File: config.mk
export PLATFORM = sky130hd
export DESIGN_NAME = if_stage
export DESIGN_NICKNAME = d
export VERILOG_FILES = /design/src/rtl/if_stage.sv
export SDC_FILE = /design/constraint.sdc
export NUM_CORES = 1
export LEC_CHECK = 0
export CELL_PAD_IN_SITES_DETAIL_PLACEMENT = 0
export CELL_PAD_IN_SITES_GLOBAL_PLACEMENT = 1
export CORE_AREA = 8 8 132 134
export CTS_BUF_LIST = sky130_fd_sc_hd__clkbuf_2 sky130_fd_sc_hd__clkbuf_4 sky130_fd_sc_hd__clkbuf_8
export DETAILED_ROUTE_END_ITERATION = 7
export DIE_AREA = 0 0 140 142
export PLACE_DENSITY_LB_ADDON = 0.1
export SLEW_MARGIN = 20
export SYNTH_ARGS = -nofsm -noshare
export SYNTH_HDL_FRONTEND = slang
export SYNTH_SLANG_ARGS = --single-unit
File: constraint.sdc
create_clock -name clk -period 3.2 [get_ports clk]
set_clock_uncertainty 0.2 [all_clocks]
set_input_delay 0.64 -clock clk [delete_from_list [all_inputs] [get_ports clk]]
set_output_delay 0.64 -clock clk [all_outputs]
set_load 0.05 [all_outputs]
File: src/rtl/if_stage.sv
// Instruction-fetch stage: next-PC generation, inst SRAM request issue,
// one-entry hold buffer for back-pressure, and delivery of {inst, pc} to decode.
//
// Handshake: fs_to_ds_valid / ds_allowin. An instruction moves to decode on a
// rising edge where fs_to_ds_valid=1 and ds_allowin=1. While ds_allowin=0 the
// stage holds fs_pc and its instruction. On a new SRAM request, fs_valid is set
// and the data arrives one cycle later on inst_sram_rdata.
module if_stage #(
    parameter logic [31:0] RESET_PC        = 32'h1c000000,
    parameter int          FS_TO_DS_BUS_WD = 64,
    parameter int          BR_BUS_WD       = 34
) (
    input  logic                       clk,
    input  logic                       reset,
    input  logic                       ds_allowin,
    input  logic [BR_BUS_WD-1:0]       br_bus,
    output logic                       fs_to_ds_valid,
    output logic [FS_TO_DS_BUS_WD-1:0] fs_to_ds_bus,
    output logic                       inst_sram_en,
    output logic [3:0]                 inst_sram_we,
    output logic [31:0]                inst_sram_addr,
    output logic [31:0]                inst_sram_wdata,
    input  logic [31:0]                inst_sram_rdata
);

    logic        br_stall;
    logic        br_taken;
    logic [31:0] br_target;

    logic        fs_valid;
    logic [31:0] fs_pc;
    logic        buf_valid;
    logic [31:0] buf_inst;
    logic        req_pending;

    logic [31:0] seq_pc;
    logic [31:0] nextpc;
    logic        to_fs_valid;
    logic        fs_ready_go;
    logic        fs_allowin;
    logic [31:0] fs_inst;

    assign br_stall  = br_bus[33];
    assign br_taken  = br_bus[32];
    assign br_target = br_bus[31:0];

    // Pre-IF: sequential or redirected next PC (mod 2^32, misaligned targets pass through)
    always_comb begin
        seq_pc      = fs_pc + 32'd4;
        nextpc      = br_taken ? br_target : seq_pc;
        to_fs_valid = ~reset;
        fs_ready_go = 1'b1;
        fs_allowin  = ~fs_valid | (fs_ready_go & ds_allowin);
        // A stalled branch wins over a taken one: nothing is fetched until it resolves
        inst_sram_en = to_fs_valid & fs_allowin & ~br_stall;
    end

    assign inst_sram_addr  = nextpc;
    assign inst_sram_we    = 4'h0;
    assign inst_sram_wdata = 32'h0;

    // Buffered word takes priority: SRAM output is only valid the cycle after a request
    assign fs_inst = buf_valid ? buf_inst : inst_sram_rdata;

    // Wrong-path (taken) and unresolved (stall) cases are never presented as valid
    assign fs_to_ds_valid = fs_valid & ~br_taken & ~br_stall;
    assign fs_to_ds_bus   = {fs_inst, fs_pc};

    // Fetch state: PC/valid update on request, squash on stall, buffer capture on back-pressure
    always_ff @(posedge clk or posedge reset) begin
        if (reset) begin
            fs_valid    <= 1'b0;
            fs_pc       <= RESET_PC - 32'd4;
            buf_valid   <= 1'b0;
            buf_inst    <= 32'h0;
            req_pending <= 1'b0;
        end else if (inst_sram_en) begin
            fs_valid    <= 1'b1;
            fs_pc       <= nextpc;
            req_pending <= 1'b1;
            buf_valid   <= 1'b0;
        end else begin
            req_pending <= 1'b0;
            if (br_stall && fs_allowin) begin
                // Old instruction leaves (or is dropped); the slot empties
                fs_valid  <= 1'b0;
                buf_valid <= 1'b0;
            end else if (fs_valid && req_pending && !ds_allowin && !buf_valid) begin
                // SRAM data is only good this one cycle; keep it while decode is busy
                buf_inst  <= inst_sram_rdata;
                buf_valid <= 1'b1;
            end
        end
    end

endmodule
==> results of run 1 <==
==> flip-flops by register name (all words and copies together), names as in the netlist <==
signal       flops
buf_inst        32
fs_pc           32
buf_valid        1
fs_valid         1
req_pending      1
==> layout make-up <==
class / instances / area, um2
flip-flops and latches: 67 / 1709
clock inverters: 6 / 66.31
repair buffers: 236 / 2430
well taps: 192 / 240.2
clock buffers: 10 / 131.4
multi-input cells: 385 / 2974
fillers: 1463 / 7806
inverters: 18 / 67.56
==> worst max-delay path, cell delays in order (launching register included) <==
cell and delay (ns):
dfstp_2 0.56, nand3_2 0.13, or4_4 0.56, or2_1 0.24, o211ai_1 0.24, buf_4 0.25
==> cell usage after synthesis (5+ instances only) <==
master,instances
mux2_2,75
dfrtp_1,41
nand2_1,39
buf_4,36
dfstp_2,26
nor3_1,25
o21ai_0,25
nand3_1,23
nor2_1,20
clkbuf_1,18
inv_1,17
a21oi_1,16
a311oi_1,9
buf_2,9
and3_1,8
xnor2_1,7
nand4_1,6
a22oi_1,5
and4_1,5
buf_6,5
o2bb2ai_1,5
or2_2,5
xor2_1,5
==> metrics by stage <==
step                      instances  power (mW)  setup slack [ns]  cell area, um2  util, %
final                           914       3.919           0.03139            7619    49.39
after global routing            914       4.130          -0.07182            7619    49.39
after CTS                       887       3.851          -0.01023            7289    47.26
after detailed placement        849       3.020            0.2156            6855    44.44
after global placement          849       2.995            0.2206            6855    44.44
after floorplan                 542       2.456           -0.1922            5056        -
==> layer usage <==
layer,vias up,part of all wire (%)
li1,2196,-
met1,2208,43
met2,150,49
met3,14,6.7
met4,0,1.6
met5,-,0
==> power breakdown <==
part	total, mW	internal [mW]	switching, mW
clock	0.742	0.368	0.374
combinational	1.91	0.787	1.12
sequential	1.27	1.09	0.177
total	3.92	2.25	1.67
==> cell families after synthesis <==
kind of cell,count (synthesis),synth area share (%)
other,1,0.07781
AND/OR/NAND/NOR,160,19.08
AO/OA/AOI/OAI,99,14.10
adder cells (fa/ha/maj),1,0.2596
multiplexers,77,17.96
buffers and inverters,90,10.88
flip-flops,67,35.46
XOR/XNOR,12,2.181
==> final timing paths <==
path,endpoint,cells after the start
min in group asynchronous,buf_inst[2],3
worst min-delay path,buf_inst[23],1
worst max register to register,fs_pc[31],5
max in group asynchronous,buf_inst[15],3
worst max-delay path,inst_sram_addr[25],5
worst min register to register,buf_inst[23],1
==> timing repair <==
item | CTS | global route
pin swaps | 7 | 14
setup buffers | 22 | 26
setup endpoints to repair | 17 | 16
cloned | 0 | 1
gates resized for setup | 13 | 29
hold buffers | 0 | 0
==> summary.txt, run 1 <==
Drt
  – Post-Route WL: 16850 um
  – Iteration-0 DRC Markers: 217
  – Avg Vias per Cell: 4.998
  – Drt drc: 0
  – Avg WL per Cell: 18.44 um
  – Routed vias: 4568
  – Detail Route Antenna Nets: 0
  – Pre-antenna DRT Iters: 4

Floorplanning
  – Ports: 203
  – Die height: 142 um
  – Die ar.: 0.01988 mm2
  – FP Rows: 46
  – Die W: 140 um
  – Core box area: 0.01542 mm2
  – Starting density of the core: 31.25%

Logic synthesis
  – Share of the synthesized area in the top cell type: 21.29%
  – Ys async rst share: 100.0%
  – Synth area leaders: dfrtp_1, mux2_2, dfstp_2
  – Post-synthesis register bit count: 67
  – Cell taking the most area after synthesis: dfrtp_1
  – Register area share after synthesis: 35.46%
  – Unique masters post-synth: 64
  – Syn_area_per_cell: 9.506 um2
  – Synth Instances: 507
  – Post-synth EDFFs: 0
  – Synth warn: 0
  – Ys flop type: dfrtp_1
  – Post-Syn Area: 0.004820 mm2

Clock network
  – Latest clock arrival within the worst-skew pair: 0.37 ns
  – Cts bufs inserted: 9
  – Reg clk slew, reported paths: 0.08 ns
  – Clock Tree Buf Depth: 2
  – H-tree level count: 3
  – CTS Sinks: 67
  – Clock Tree Root: clkbuf_8
  – TritonCTS clock tree: done

Global routing
  – Total grt overflow: 0
  – Met2 Use GR: 27.00%
  – Grt peak-use layer: met2
  – Largest net degree at the start of global routing: 68
  – Met1 usage in global routing: 20.82%
  – Initial antenna violation count: 0
  – Global Route Usage Sum: 16.67%
  – Met3 Track Usage GR: 4.394%
  – Vias in the first global route: 4751
  – First-pass GRT wire length: 26330 um

Timing
  – Relative slew slack: 38.68%
  – RSZ-0062 raised after global routing: true
  – Tightest Pin Transition: 0.9198 ns
  – Slew Viols, Final: 0
  – Final Hold Vio Count: 0
  – Fin crit period: 3.169 ns
  – Fmax: 315.6 MHz
  – # setup viols final: 0
  – TNS Setup: 0 ns
  – Tcrit/Tclk final: 99.02%
  – WHS: 0.2872 ns

Worst hold path
  – Worst min-delay path startpoint: buf_inst[23]
  – HP Class: reg2reg

Setup path
  – Reg2reg start: fs_pc[2]
  – WP data required: 2.36 ns
  – Crit path from: fs_pc[20]
  – Setup crit end kind: primary output
  – CP Max Fanout: 5
  – CP Launch Type: register
  – Critical path type: reg2out
  – Worst EP arrival: 2.33 ns
  – Reg2Reg Setup Slack: 1.10 ns

Pwr
  – Max VDD drop: 252.2 uV
  – Leak: 3.195 nW
  – Power per cell area: 514.3 mW/mm2

Layout
  – Commonest non-fill, non-tap cell in the layout: clkdlybuf4s50_1
  – Syn-to-layout area delta: 58.07%
  – Layout cells sized above 1: 41.69%
  – # diodes: 0
  – Nets@finish: 787
  – Most frequent cells in the layout: clkdlybuf4s50_1, buf_4, mux2_2

Placement
  – Port Buffers: 166
  – GPL Wtd Cong: 0.7646
  – DP Wirelength: 11840 um

Flow run
  – Max-Cap Viols: 0

Outcome
  – Status: finished clean
Power figures use the tool's default switching activity.
==> run 2, diff against run 1 <==
- CELL_PAD_IN_SITES_DETAIL_PLACEMENT: 0 -> 1
- SLEW_MARGIN: 20 -> 25
- clock period: 3.2 -> 3.55 ns (I/O delays scaled with it)
==> summary.txt, run 2 (synthesis gave the netlist of run 1 again) <==
Outcome
  – Status: finished clean

Layout
  – Commonest non-fill, non-tap cell in the layout: clkdlybuf4s50_1
  – Fin area: 0.006940 mm2 (-8.9%)
  – Most frequent cells in the layout: clkdlybuf4s50_1, mux2_2, dfrtp_1
  – Syn-to-layout area delta: 44.00%
  – Multi-input logic area: 0.002786 mm2 (-6.3%)
  – Fillers: 1750 (+20%)
  – Layout cells sized above 1: 28.97% (-13 points)
  – Layout Utilization: 45.00% (-4.4 points)
  – Storage element area: 0.001709 mm2 (unchanged)
  – Top flop regs: buf_inst x32, fs_pc x32
  – Nets@finish: 738 (-6.2%)
  – # diodes: 0 (unchanged)

Timing
  – Relative slew slack: 62.04% (+23 points)
  – WHS: 0.3018 ns (+0.01455 ns)
  – Tcrit/Tclk final: 96.30%
  – Setup WS post-layout: 0.1314 ns (+0.09998 ns)
  – Tightest Pin Transition: 0.5676 ns (-0.3521 ns)
  – RSZ-0062 raised after global routing: true
  – Fin crit period: 3.419 ns
  – Slew Viols, Final: 0 (unchanged)
  – Fmax: 292.5 MHz
  – # setup viols final: 0 (unchanged)
  – Final Hold Vio Count: 0 (unchanged)

Setup path
  – Critical path type: reg2out
  – CP Max Fanout: 8 (+3)
  – Setup crit end kind: primary output
  – WP data required: 2.64 ns (+0.28 ns)
  – Worst EP arrival: 2.51 ns (+0.18 ns)
  – CP Launch Type: register

Pwr
  – Max VDD drop: 241.8 uV (-4.1%)
  – Leak: 2.798 nW (-12%)
  – Pwr Total: 3.301 mW (-16%)
  – Power per cell area: 475.7 mW/mm2 (-7.5%)

Placement
  – GPL Wtd Cong: 0.7567 (-1.0%)
  – DP Wirelength: 12960 um (+9.5%)
  – Placed Area: 0.006695 mm2 (-2.3%)
  – Dpl ws: 0.3938 ns (+0.1781 ns)
  – Port Buffers: 166 (unchanged)

Floorplanning
  – Core box area: 0.01542 mm2 (unchanged)
  – Die ar.: 0.01988 mm2 (unchanged)
  – Die height: 142 um (unchanged)
  – Starting density of the core: 31.25% (unchanged)
  – Die W: 140 um (unchanged)
  – FP Rows: 46 (unchanged)
  – Ports: 203 (unchanged)

Global routing
  – Global Route Usage Sum: 17.37% (+0.70 points)
  – Largest net degree at the start of global routing: 41 (-40%)
  – Total grt overflow: 0 (unchanged)
  – First-pass GRT wire length: 27430 um (+4.2%)
  – Initial antenna violation count: 0 (unchanged)
  – Vias in the first global route: 4852 (+2.1%)

Drt
  – Drt drc: 0 (unchanged)
  – Avg WL per Cell: 19.94 um (+8.1%)
  – Detail Route Antenna Nets: 0 (unchanged)
  – Avg Vias per Cell: 5.126 (+2.6%)
  – Pre-antenna DRT Iters: 4 (unchanged)
  – Iteration-0 DRC Markers: 190 (-12%)
  – Post-Route WL: 17250 um (+2.3%)
  – Routed vias: 4434 (-2.9%)

Clock network
  – Latest clock arrival within the worst-skew pair: 0.36 ns (about the same)
  – Clock Tree Root: clkbuf_8
  – Clock Tree Buf Depth: 2 (unchanged)
  – CTS Sinks: 67 (unchanged)
  – Reg clk slew, reported paths: 0.09 ns (about the same)
  – H-tree level count: 3 (unchanged)
  – TritonCTS clock tree: done
  – Cts bufs inserted: 9 (unchanged)

Flow run
  – Max-Cap Viols: 0 (unchanged)

Worst hold path
  – HP Class: reg2reg
[run 2: changes by cell type in the layout (fill, tap and decap cells not counted), sizes merged, moves of 2 or more]
cell	change
clkinvlp	-2
buf	-86
inv	+2
clkdlybuf4s50	+36
clkinv	+2
[run 2: path summary, 6_finish.rpt]
kind,startpoint,end,slack [ns],cells after the start
worst max-delay path,fs_pc[14],inst_sram_addr[21],0.13,5
worst min-delay path,buf_inst[23],buf_inst[23],0.30,1
worst max register to register,fs_pc[5],fs_pc[31],1.28,4
worst min register to register,buf_inst[23],buf_inst[23],0.30,1
max in group asynchronous,reset,fs_pc[27],1.77,3
min in group asynchronous,reset,buf_inst[25],0.59,2
[run 2: cell type report]
class / count / share of cell area (%)
Clock buffer: 9 / 1.785
Clock inverter: 7 / 0.7572
Inverter: 18 / 0.9735
Multi-Input combinational cell: 385 / 40.15
Sequential cell: 67 / 24.63
Tap cell: 192 / 3.461
Timing Repair Buffer: 187 / 28.25
[run 2: report_power, final]
group          switching (mW)  internal, mW  leakage, nW
Combinational           0.935         0.587         1.94
Clock                   0.345         0.258       0.0900
Sequential              0.190         0.986        0.772
[run 2: metrics by stage]
stage	cells	TNS, ns
2_1_floorplan	542	0
3_3_place_gp	845	0
3_5_place_dp	845	0
4_1_cts	861	0
5_1_grt	865	-0.002716
6_report	865	0
[run 2: worst max-delay path: stages, from the launching register on]
cell	delay, ns
dfstp_2	0.63
nand4_4	0.18
or3_2	0.53
or3_1	0.34
a31oi_2	0.29
buf_12	0.18
[run 2: what timing repair did]
action	4_1_cts	5_1_grt
hold endpoints to repair	0	0
endpoints found under the setup margin	2	6
pin swaps	0	1
hold buffers	0	0
gates resized for setup	1	6
buffers inserted	0	4
[run 2: per-layer routing]
layer | track usage (%) | routed length [um] | up-vias | share of wire (%)
met5 | 0 | 0 | - | 0
met4 | 4.743 | 147 | 0 | 0.85
met3 | 5.938 | 1293 | 9 | 7.5
met2 | 29.23 | 8532 | 120 | 49
met1 | 20.74 | 7275 | 2207 | 42
li1 | - | - | 2098 | -
